File: config.mk
export PLATFORM = sky130hd
export DESIGN_NAME = fadd_issue_flat
export DESIGN_NICKNAME = d
export VERILOG_FILES = /design/src/rtl/fadd_issue_if.sv /design/src/rtl/fadd_issue.sv /design/src/flat_wrapper.sv
export SDC_FILE = /design/constraint.sdc
export NUM_CORES = 1
export LEC_CHECK = 0
export ABC_AREA = 1
export CAP_MARGIN = 25
export CELL_PAD_IN_SITES_DETAIL_PLACEMENT = 0
export CELL_PAD_IN_SITES_GLOBAL_PLACEMENT = 1
export CORE_MARGIN = 1.5
export CORE_UTILIZATION = 45
export DETAILED_ROUTE_END_ITERATION = 6
export PLACE_DENSITY = 0.94
export SYNTH_ARGS = -nofsm -noshare
export SYNTH_HDL_FRONTEND = slang
export SYNTH_SLANG_ARGS = --single-unit
File: constraint.sdc
create_clock -name clock -period 3.57 [get_ports clock]
set_input_delay 0.5355 -clock clock [delete_from_list [all_inputs] [get_ports clock]]
set_output_delay 0.5355 -clock clock [all_outputs]
set_load 0.01 [all_outputs]
File: src/rtl/fadd_issue_if.sv
// Bundle of the upstream, fadd-side and downstream signals of the fadd issue/collect stage.
// slave = the issue stage itself, master = whatever surrounds it (upstream, fadd, consumer).
interface fadd_issue_if #(
    parameter int N     = 16,
    parameter int TAG_W = 4
);
    // Handshakes (in_*, out_*): a transfer happens on a rising clock edge where valid and
    // ready are both 1; valid must not depend combinationally on ready, and a source that
    // raised valid keeps its payload stable until the transfer.
    logic             in_valid;
    logic             in_ready;
    logic [N-1:0]     in_a;
    logic [N-1:0]     in_b;
    logic [TAG_W-1:0] in_tag;
    logic             flush;

    logic [N-1:0]     add_a;
    logic [N-1:0]     add_b;
    logic             add_go;
    logic [N-1:0]     add_sum;

    logic             out_valid;
    logic             out_ready;
    logic [N-1:0]     out_sum;
    logic [TAG_W-1:0] out_tag;
    logic             busy;

    modport slave (
        input  in_valid, in_a, in_b, in_tag, flush, add_sum, out_ready,
        output in_ready, add_a, add_b, add_go, out_valid, out_sum, out_tag, busy
    );

    modport master (
        output in_valid, in_a, in_b, in_tag, flush, add_sum, out_ready,
        input  in_ready, add_a, add_b, add_go, out_valid, out_sum, out_tag, busy
    );
endinterface

File: src/rtl/fadd_issue.sv
// Issue/collect stage around a LAT-cycle fadd: zero bypass, tagged in-order results, credit flow.
// Optional FADD_ISSUE_STATS_EN adds saturating launch/bypass counters (stat_issued, stat_bypassed).
module fadd_issue #(
    parameter int N       = 16,
    parameter int EXP_MSB = 14,
    parameter int MAN_MSB = 6,
    parameter int LAT     = 3,
    parameter int DEPTH   = 4,
    parameter int TAG_W   = 4
) (
    input  logic         clock,
    input  logic         nreset,
    fadd_issue_if.slave  bus,
    output logic [1:0]   dbg_state_o
`ifdef FADD_ISSUE_STATS_EN
    ,
    output logic [15:0]  stat_issued,
    output logic [15:0]  stat_bypassed
`endif
);

    localparam int PTR_W = $clog2(DEPTH);
    localparam int CNT_W = $clog2(DEPTH + 1);

    typedef enum logic [1:0] {
        ST_IDLE  = 2'd0,
        ST_RUN   = 2'd1,
        ST_FLUSH = 2'd2
    } state_t;

    state_t           state_q, state_d;
    logic             rdy_en_q;
    logic [CNT_W-1:0] cred_q, cred_d;

    logic             accept;
    logic             a_zero, b_zero, bypass;
    logic [N-1:0]     byp_val;

    logic             add_go_q;
    logic [N-1:0]     add_a_q, add_b_q;

    logic [LAT:0]     pv_q;
    logic [LAT:0]     pb_q;
    logic [TAG_W-1:0] pt_q [LAT+1];
    logic [N-1:0]     pd_q [LAT+1];

    logic             push, pop;
    logic [N-1:0]     push_sum;
    logic [N-1:0]     mem_sum_q [DEPTH];
    logic [TAG_W-1:0] mem_tag_q [DEPTH];
    logic [PTR_W-1:0] wr_ptr_q, rd_ptr_q;
    logic [CNT_W-1:0] cnt_q, cnt_d;
    logic             out_valid;
    logic             busy;

    // Sign is ignored: +0 and -0 both count as zero.
    assign a_zero  = ~|bus.in_a[EXP_MSB:MAN_MSB+1] && ~|bus.in_a[MAN_MSB:0];
    assign b_zero  = ~|bus.in_b[EXP_MSB:MAN_MSB+1] && ~|bus.in_b[MAN_MSB:0];
    assign bypass  = a_zero || b_zero;
    assign byp_val = (a_zero && !b_zero) ? bus.in_b : bus.in_a;

    // rdy_en_q keeps in_ready low while reset is asserted and for the first cycle after.
    assign bus.in_ready = rdy_en_q && (state_q != ST_FLUSH) && (cred_q != '0) && !bus.flush;
    assign accept       = bus.in_valid && bus.in_ready;

    assign push      = pv_q[LAT];
    assign push_sum  = pb_q[LAT] ? pd_q[LAT] : bus.add_sum;
    assign out_valid = (cnt_q != '0);
    assign pop       = out_valid && bus.out_ready;
    assign busy      = (|pv_q) || out_valid;

    assign bus.out_valid = out_valid;
    assign bus.out_sum   = out_valid ? mem_sum_q[rd_ptr_q] : '0;
    assign bus.out_tag   = out_valid ? mem_tag_q[rd_ptr_q] : '0;
    assign bus.busy      = busy;
    assign bus.add_go    = add_go_q;
    assign bus.add_a     = add_a_q;
    assign bus.add_b     = add_b_q;
    assign dbg_state_o   = state_q;

    always_comb begin
        state_d = state_q;
        unique case (state_q)
            ST_IDLE:  if (accept) state_d = ST_RUN;
            ST_RUN:   if (!busy && !accept) state_d = ST_IDLE;
            ST_FLUSH: if (!busy && !bus.flush) state_d = ST_IDLE;
            default:  state_d = ST_IDLE;
        endcase
        if (bus.flush) state_d = ST_FLUSH;
    end

    // One credit per result slot downstream of accept (pipe plus FIFO), returned on pop.
    always_comb begin
        cred_d = cred_q;
        unique case ({accept, pop})
            2'b10:   cred_d = cred_q - CNT_W'(1);
            2'b01:   cred_d = cred_q + CNT_W'(1);
            default: cred_d = cred_q;
        endcase
    end

    always_comb begin
        cnt_d = cnt_q;
        unique case ({push, pop})
            2'b10:   cnt_d = cnt_q + CNT_W'(1);
            2'b01:   cnt_d = cnt_q - CNT_W'(1);
            default: cnt_d = cnt_q;
        endcase
    end

    always_ff @(posedge clock or negedge nreset) begin
        if (!nreset) begin
            state_q  <= ST_IDLE;
            rdy_en_q <= 1'b0;
            cred_q   <= CNT_W'(DEPTH);
        end else begin
            state_q  <= state_d;
            rdy_en_q <= 1'b1;
            cred_q   <= cred_d;
        end
    end

    // add_a/add_b only change on a launch so fadd sees stable operands between pulses.
    always_ff @(posedge clock or negedge nreset) begin
        if (!nreset) begin
            add_go_q <= 1'b0;
            add_a_q  <= '0;
            add_b_q  <= '0;
        end else begin
            add_go_q <= accept && !bypass;
            if (accept && !bypass) begin
                add_a_q <= bus.in_a;
                add_b_q <= bus.in_b;
            end
        end
    end

    always_ff @(posedge clock or negedge nreset) begin
        if (!nreset) begin
            pv_q <= '0;
        end else begin
            pv_q <= {pv_q[LAT-1:0], accept};
        end
    end

    // Payload of the order pipe is qualified by pv_q and needs no reset.
    always_ff @(posedge clock) begin
        pb_q    <= {pb_q[LAT-1:0], bypass};
        pt_q[0] <= bus.in_tag;
        pd_q[0] <= byp_val;
        for (int i = 1; i <= LAT; i++) begin
            pt_q[i] <= pt_q[i-1];
            pd_q[i] <= pd_q[i-1];
        end
    end

    always_ff @(posedge clock or negedge nreset) begin
        if (!nreset) begin
            wr_ptr_q <= '0;
            rd_ptr_q <= '0;
            cnt_q    <= '0;
        end else begin
            if (push) wr_ptr_q <= wr_ptr_q + PTR_W'(1);
            if (pop)  rd_ptr_q <= rd_ptr_q + PTR_W'(1);
            cnt_q <= cnt_d;
        end
    end

    // A push onto a full FIFO only coincides with a pop, so the overwritten slot is the head.
    always_ff @(posedge clock) begin
        if (push) begin
            mem_sum_q[wr_ptr_q] <= push_sum;
            mem_tag_q[wr_ptr_q] <= pt_q[LAT];
        end
    end

`ifdef FADD_ISSUE_STATS_EN
    logic [15:0] issued_q, bypassed_q;

    always_ff @(posedge clock or negedge nreset) begin
        if (!nreset) begin
            issued_q   <= '0;
            bypassed_q <= '0;
        end else begin
            if (add_go_q && (issued_q != 16'hFFFF))
                issued_q <= issued_q + 16'd1;
            if (accept && bypass && (bypassed_q != 16'hFFFF))
                bypassed_q <= bypassed_q + 16'd1;
        end
    end

    assign stat_issued   = issued_q;
    assign stat_bypassed = bypassed_q;
`endif

endmodule

File: src/flat_wrapper.sv
// flat-port wrapper written by rule: the top's interface ports become plain ports
module fadd_issue_flat 
#(
    parameter int N       = 16,
    parameter int EXP_MSB = 14,
    parameter int MAN_MSB = 6,
    parameter int LAT     = 3,
    parameter int DEPTH   = 4,
    parameter int TAG_W   = 4
)
  (clock, nreset, dbg_state_o, bus_in_valid, bus_in_a, bus_in_b, bus_in_tag, bus_flush, bus_add_sum, bus_out_ready, bus_in_ready, bus_add_a, bus_add_b, bus_add_go, bus_out_valid, bus_out_sum, bus_out_tag, bus_busy);
  fadd_issue_if #(.N(N), .TAG_W(TAG_W)) bus_i ();
  input  logic clock;
  input  logic nreset;
  output logic [1:0] dbg_state_o;
  input wire logic [$bits(bus_i.in_valid)-1:0] bus_in_valid;
  input wire logic [$bits(bus_i.in_a)-1:0] bus_in_a;
  input wire logic [$bits(bus_i.in_b)-1:0] bus_in_b;
  input wire logic [$bits(bus_i.in_tag)-1:0] bus_in_tag;
  input wire logic [$bits(bus_i.flush)-1:0] bus_flush;
  input wire logic [$bits(bus_i.add_sum)-1:0] bus_add_sum;
  input wire logic [$bits(bus_i.out_ready)-1:0] bus_out_ready;
  output wire logic [$bits(bus_i.in_ready)-1:0] bus_in_ready;
  output wire logic [$bits(bus_i.add_a)-1:0] bus_add_a;
  output wire logic [$bits(bus_i.add_b)-1:0] bus_add_b;
  output wire logic [$bits(bus_i.add_go)-1:0] bus_add_go;
  output wire logic [$bits(bus_i.out_valid)-1:0] bus_out_valid;
  output wire logic [$bits(bus_i.out_sum)-1:0] bus_out_sum;
  output wire logic [$bits(bus_i.out_tag)-1:0] bus_out_tag;
  output wire logic [$bits(bus_i.busy)-1:0] bus_busy;
  assign bus_i.in_valid = bus_in_valid;
  assign bus_i.in_a = bus_in_a;
  assign bus_i.in_b = bus_in_b;
  assign bus_i.in_tag = bus_in_tag;
  assign bus_i.flush = bus_flush;
  assign bus_i.add_sum = bus_add_sum;
  assign bus_i.out_ready = bus_out_ready;
  assign bus_in_ready = bus_i.in_ready;
  assign bus_add_a = bus_i.add_a;
  assign bus_add_b = bus_i.add_b;
  assign bus_add_go = bus_i.add_go;
  assign bus_out_valid = bus_i.out_valid;
  assign bus_out_sum = bus_i.out_sum;
  assign bus_out_tag = bus_i.out_tag;
  assign bus_busy = bus_i.busy;
  fadd_issue #(.N(N), .EXP_MSB(EXP_MSB), .MAN_MSB(MAN_MSB), .LAT(LAT), .DEPTH(DEPTH), .TAG_W(TAG_W)) u_core (.clock(clock), .nreset(nreset), .bus(bus_i), .dbg_state_o(dbg_state_o));
endmodule
# [Word-level counts from Yosys, hierarchy flattened]
# Memory sizes are Yosys's and may differ from the RTL's.
# Cells that the tools add are included.
[word_totals] reg_bits=54 mem_bits_rw=160 inputBits=57 output_inout_bits=58 wordCells=77 mem_count=4
[mem_list] memory="u_core.mem_sum_q" depth=4 word_bits=16 read_ports=1 rd_ports_with_merged_regs=0 write_ports=1 line_no="fadd_issue.sv:49" rtl="logic [N-1:0] mem_sum_q [DEPTH];"
[mem_list] memory="u_core.pd_q" depth=4 word_bits=16 read_ports=4 rd_ports_with_merged_regs=0 write_ports=4 line_no="fadd_issue.sv:45" rtl="logic [N-1:0] pd_q [LAT+1];"
[mem_list] memory="u_core.mem_tag_q" depth=4 word_bits=4 read_ports=1 rd_ports_with_merged_regs=0 write_ports=1 line_no="fadd_issue.sv:50" rtl="logic [TAG_W-1:0] mem_tag_q [DEPTH];"
[mem_list] memory="u_core.pt_q" depth=4 word_bits=4 read_ports=4 rd_ports_with_merged_regs=0 write_ports=4 line_no="fadd_issue.sv:44" rtl="logic [TAG_W-1:0] pt_q [LAT+1];"
[classes] add_sub_neg=6 n_eq_ne=10 n_mux=13 n_reduce_logical=33
[ops] operator="two-way mux 16 bit" count=3
[ops] operator="OR reduction 8 bit" count=2
[ops] operator="OR reduction 7 bit" count=2
[ops] operator="one-hot mux 3 bit (2 select lines)" count=2
[ops] operator="logical AND 1 bit" count=11
[ops] operator="logical NOT 1 bit" count=9
[ops] operator="!= test 3 x 2 -> 1 bit (second input constant)" count=3
[ops] operator="two-way mux 2 bit" count=4
[ops] operator="adder 3 x 1 -> 3 bit (second input constant)" count=2
[ops] operator="equality test 2 x 1 -> 1 bit (second input constant)" count=3
[ops] operator="equality test 2 bit (second input constant)" count=3
[ops] operator="one-hot mux 2 bit (3 select lines)" count=1
[ops] operator="nonzero test 3 bit" count=2
[ops] operator="subtractor 3 x 1 -> 3 bit (second input constant)" count=2
[ops] operator="adder 2 x 1 -> 2 bit (second input constant)" count=2
[ops] operator="two-way mux 4 bit" count=1
[ops] operator="nonzero test 2 bit" count=2
[ops] operator="OR reduction 4 bit" count=1
[ops] operator="AND reduction 3 bit" count=1
[ops] operator="logical NOT 2 bit" count=1
[ops] operator="logical OR 1 bit" count=2
[ops] operator="two-way mux 1 bit" count=2
[ops] operator="!= test 2 bit (second input constant)" count=1

# [Logic depth before layout (Yosys ltp)]
[depth] ltp_word=10 depth_mapped=12 mapped_depth_nobuf=12

# [Worst setup path after synthesis]
# No wires, ideal clock.
[synth_path] kind="input to register" start="input bus_flush" end="register u_core.cred_q[1]" setup_time_ps=125 arrival_ps=1901 required_ps=3445 path_slack_ps=1545 cell_stages=8 n_path_buf=0 cell_sequence="nor2_1 -> nand3_1 -> nor2_4 -> inv_1 -> ha_1 -> inv_1 -> fa_1 -> mux2_2"
[synth_via] elab_chain_cells=5 elab_cells_between_ends=7 classes_between="eq/ne (2); mux (1); reduce/logical (4)"
[synth_rtl] element="from (decl)" line_no="flat_wrapper.sv:20" rtl="input wire logic [$bits(bus_i.flush)-1:0] bus_flush;"
[synth_rtl] element="logical NOT 1 bit (*)" line_no="fadd_issue.sv:63" rtl="assign bus.in_ready = rdy_en_q && (state_q != ST_FLUSH) && (cred_q != '0) && !bus.flush;"
[synth_rtl] element="logical AND 1 bit (*)" line_no="fadd_issue.sv:63"
[synth_rtl] element="logical AND 1 bit (*)" line_no="fadd_issue.sv:64" rtl="assign accept = bus.in_valid && bus.in_ready;"
[synth_rtl] element="equality test 2 x 1 -> 1 bit / equality test 2 bit (equally long branches)" line_no="fadd_issue.sv:95" rtl="unique case ({accept, pop})"
[synth_rtl] element="one-hot mux 3 bit (2 select lines) (*)" line_no="fadd_issue.sv:95"
[synth_rtl] element="via u_core.cred_d[1]" line_no="fadd_issue.sv:33" rtl="logic [CNT_W-1:0] cred_q, cred_d;"
[synth_rtl] element="to (signal assigned)" line_no="fadd_issue.sv:115" rtl="cred_q <= CNT_W'(DEPTH);"
[synth_rtl] element="to (signal assigned)" line_no="fadd_issue.sv:119" rtl="cred_q <= cred_d;"
[synth_rtl] element="to (decl)" line_no="fadd_issue.sv:33"
# The timed path passes the listed nets; every way through them passes the cells marked *.
# A chain may end at the register's enable or synchronous reset.

# [Worst setup path after layout]
[layout_path] start="register u_core.rd_ptr_q[0]" end="output bus_out_sum[4]"
[layout_via] elab_chain_cells=2
[layout_rtl] element="from (decl)" line_no="fadd_issue.sv:51" rtl="logic [PTR_W-1:0] wr_ptr_q, rd_ptr_q;"
[layout_rtl] element="from (signal assigned)" line_no="fadd_issue.sv:164" rtl="if (pop) rd_ptr_q <= rd_ptr_q + PTR_W'(1);"
[layout_rtl] element="memory (4 x 16 bit)"
[layout_rtl] element="two-way mux 16 bit" line_no="fadd_issue.sv:73" rtl="assign bus.out_sum = out_valid ? mem_sum_q[rd_ptr_q] : '0;"
[layout_rtl] element="to (decl)" line_no="flat_wrapper.sv:28" rtl="output wire logic [$bits(bus_i.out_sum)-1:0] bus_out_sum;"
# No other way between the ends.

==> qor.txt <==
WL met1: 6.40 mm
Largest net degree at the start of global routing: 42
Clk_lat worst skew: 0.48 ns
Share of the synthesized area in the top cell type: 0.322
Fraction of layout cells with a size suffix above 1: 0.0847
Clk sinks: 214
Post-route DRC: 0
Adder-cell share of the synthesized area: 0.0154
Post-Synth Simple-Gate Area: 0.149
Yosys top cell by area: edfxtp_1
Starting Density: 0.464
Ys Warns: 0
Fin crit share: 0.881
Mean Syn Cell Area: 11.4 um2
Die Width: 132 um
Antenna Nets Post-Route: 0
Compound-Gate Fraction of Synth Area: 0.0468
Mapped Area: 7460 um2
DR pass1 iterations: 4
Clk buf depth: 3
Highest ir drop seen on vdd: 0.000355 V
Total GRT Usage: 0.174
DP Worst Slack: 0.813 ns
Clk root buf: clkbuf_16
Worst clock skew: 0.00811 ns
Most frequent cell after synthesis: nand2_1
Via density: 4.79
XOR/XNOR share of the synthesized area: 0.00705
Yosys reg bits: 214
Clk slew on worst S/H paths: 0.06 ns
PortBufs: 114
Multiplexer share of the synthesized area: 0.0257
Gp weighted congestion: 0.810
RSZ-0062 raised after global routing: no
EDFF count, synth: 80
MaxCap Viol Count: 0
Worst EP required: 3.03 ns
Number of global-route vias before repair: 4784
Hold Path Class: in -> async
Crit Path Class: reg -> out
Total routed wirelength: 14.9 mm
Seq/Total Area, Yosys: 0.715
CTS resizes: 0
Period minus WS final: 3.15 ns
Slowest CP cell: clkdlybuf4s50_1
Initial drt markers: 178
Antenna Cells: 0
Hpwl dp: 9.63 mm
Vias: 4766
Sum of negative setup slack: 0 ns
Global-route wire length before repair: 24.1 mm
Peak Freq: 0.318 GHz
Setup ws final: 0.423 ns
Synth async-reset ratio: 0.234
Crit path max fanout: 41
Net count, final: 830
Main flop type after synthesis: dfxtp_1
Commonest cells post-synth: 118 x nand2_1, 107 x nor2_1, 84 x dfxtp_1
Filler Cell Count: 1301
Core area: 16100 um2
Placement Cell Area: 8770 um2
Syn Nets: 718
Actual slew at the worst max-slew pin: 0.949 ns
Status: finished clean
Row count: 46
Routed wire per std cell: 14.9 um
Routed met3 length: 879 um
Leak pwr: 3.93 nW
Area growth syn-to-layout: 26.7%
Final core occ: 0.589
Die Span Y: 132 um
Top layer reached by signal wires: met4
TritonCTS clock tree: done
Final slew viol count: 0
Post-CTS Setup Inserts: 0
PwrDens: 743 nW/um2
Wire length on met2: 7.22 mm
Top cells by area, synth: edfxtp_1 32%, dfxtp_1 23%, dfrtp_1 16%, nand2_1 5.9%, nor2_1 5.4%
Largest family of logic cells by synthesized area: simple AND/OR/NAND/NOR gates
Crit-path max cell delay: 0.60 ns
Num CTS Buffers: 20
Die footprint: 17400 um2
Arr. time, crit path: 2.61 ns
Post-route cell area: 9450 um2
Crit path capture type: output pin
Final setup violation count: 0
Crit start category: flop
CP Cell Sequence: inv_2 > o21ai_0 > a21oi_1 > clkdlybuf4s50_1
Remaining Overflow, GRT: 0
CTS H-tree lvls: 1
I/O pins: 115
Worst slew margin: 0.366
Hold-fix buffers at CTS: 0
Netlist cell types: 30
Fin. Hold Viols: 0
Cells after Synth: 653
Initial antenna violation count: 0
==> cells by family after synthesis <==
| family | Yosys count |
|---|---|
| xor gates and xnor gates | 6 |
| muxes | 17 |
| AOI/OAI and AO/OA | 68 |
| buffers and inverters | 72 |
| DFF | 214 |
| other | 1 |
| and+or+nand+nor | 267 |
| adders and majority gates | 8 |
==> metal layers <==
layer,up-vias,track usage
met5,-,0
met4,0,0.0562
met3,30,0.0315
met2,141,0.303
met1,2217,0.220
li1,2378,-
==> power breakdown <==
part           internal (mW)  switching (mW)
registers               2.80           0.162
clock network           1.28           0.835
logic                  0.956           0.984
total                   5.04            1.98
==> cells in the final DEF, fill, tap and decap left out, drive strengths merged, types with 22 or more instances in the layout <==
| cell | instances |
|---|---|
| dfxtp | 84 |
| a21oi | 22 |
| nand2 | 120 |
| clkdlybuf4s50 | 113 |
| dfrtp | 49 |
| o21ai | 44 |
| clkbuf | 32 |
| nand4 | 33 |
| edfxtp | 80 |
| nor2 | 110 |
| inv | 42 |
==> registers in the layout, indices dropped and copies added, names as in the netlist <==
signal,cells
u_core.mem_sum_q,64
u_core.pt_q,16
u_core.pv_q,4
u_core.wr_ptr_q,2
u_core.bus.add_b,16
u_core.mem_tag_q,16
u_core.pd_q,64
u_core.rd_ptr_q,2
u_core.bus.add_a,16
u_core.rdy_en_q,1
u_core.dbg_state_o,2
u_core.bus.add_go,1
u_core.cred_q,3
u_core.cnt_q,3
u_core.pb_q,4
==> worst max-delay path: cells and delay by family, from the launching register on <==
kind | cells | cell delay [ns]
AO/OA/AOI/OAI | 2 | 0.50
buffers and inverters | 2 | 1.12
flip-flops | 1 | 0.52
==> path summary, 6_finish.rpt <==
kind / start / endpoint / slack, ns / cells after the start
worst max-delay path: u_core.rd_ptr_q[0]$_DFFE_PN0P_ / bus_out_sum[4] / 0.42 / 4
max in group asynchronous: nreset / u_core.bus.add_b[15]$_DFFE_PN0P_ / 2.75 / 2
worst max register to register: u_core.cred_q[2]$_DFFE_PN1P_ / u_core.bus.add_a[15]$_DFFE_PN0P_ / 1.32 / 8
worst min-delay path: nreset / u_core.rdy_en_q$_DFF_PN0_ / 0.04 / 1
min in group clock: u_core.pd_q[2][4]$_DFF_P_ / u_core.pd_q[3][4]$_DFF_P_ / 0.32 / 0
worst min register to register: u_core.pd_q[2][4]$_DFF_P_ / u_core.pd_q[3][4]$_DFF_P_ / 0.32 / 0
==> area by class of cell <==
| class | count | area, um2 | share of cell area |
|---|---|---|---|
| timing repair buffer | 121 | 1190 | 0.126 |
| clock inverter | 4 | 46.3 | 0.00490 |
| inverter | 41 | 154 | 0.0163 |
| multi-input combinational | 367 | 1820 | 0.193 |
| sequential | 214 | 5340 | 0.565 |
| clock buffer | 32 | 631 | 0.0667 |
| tap | 216 | 270 | 0.0286 |
==> per-stage QoR <==
step	total power [mW]	hold WS, ns	std cells
2_1_floorplan	3.98	0.240	653
3_3_place_gp	4.91	0.311	959
3_5_place_dp	4.94	0.312	959
4_1_cts	7.09	0.0547	995
5_1_grt	7.40	0.0700	995
6_report	7.02	0.0398	995
Power figures use the tool's default switching activity.
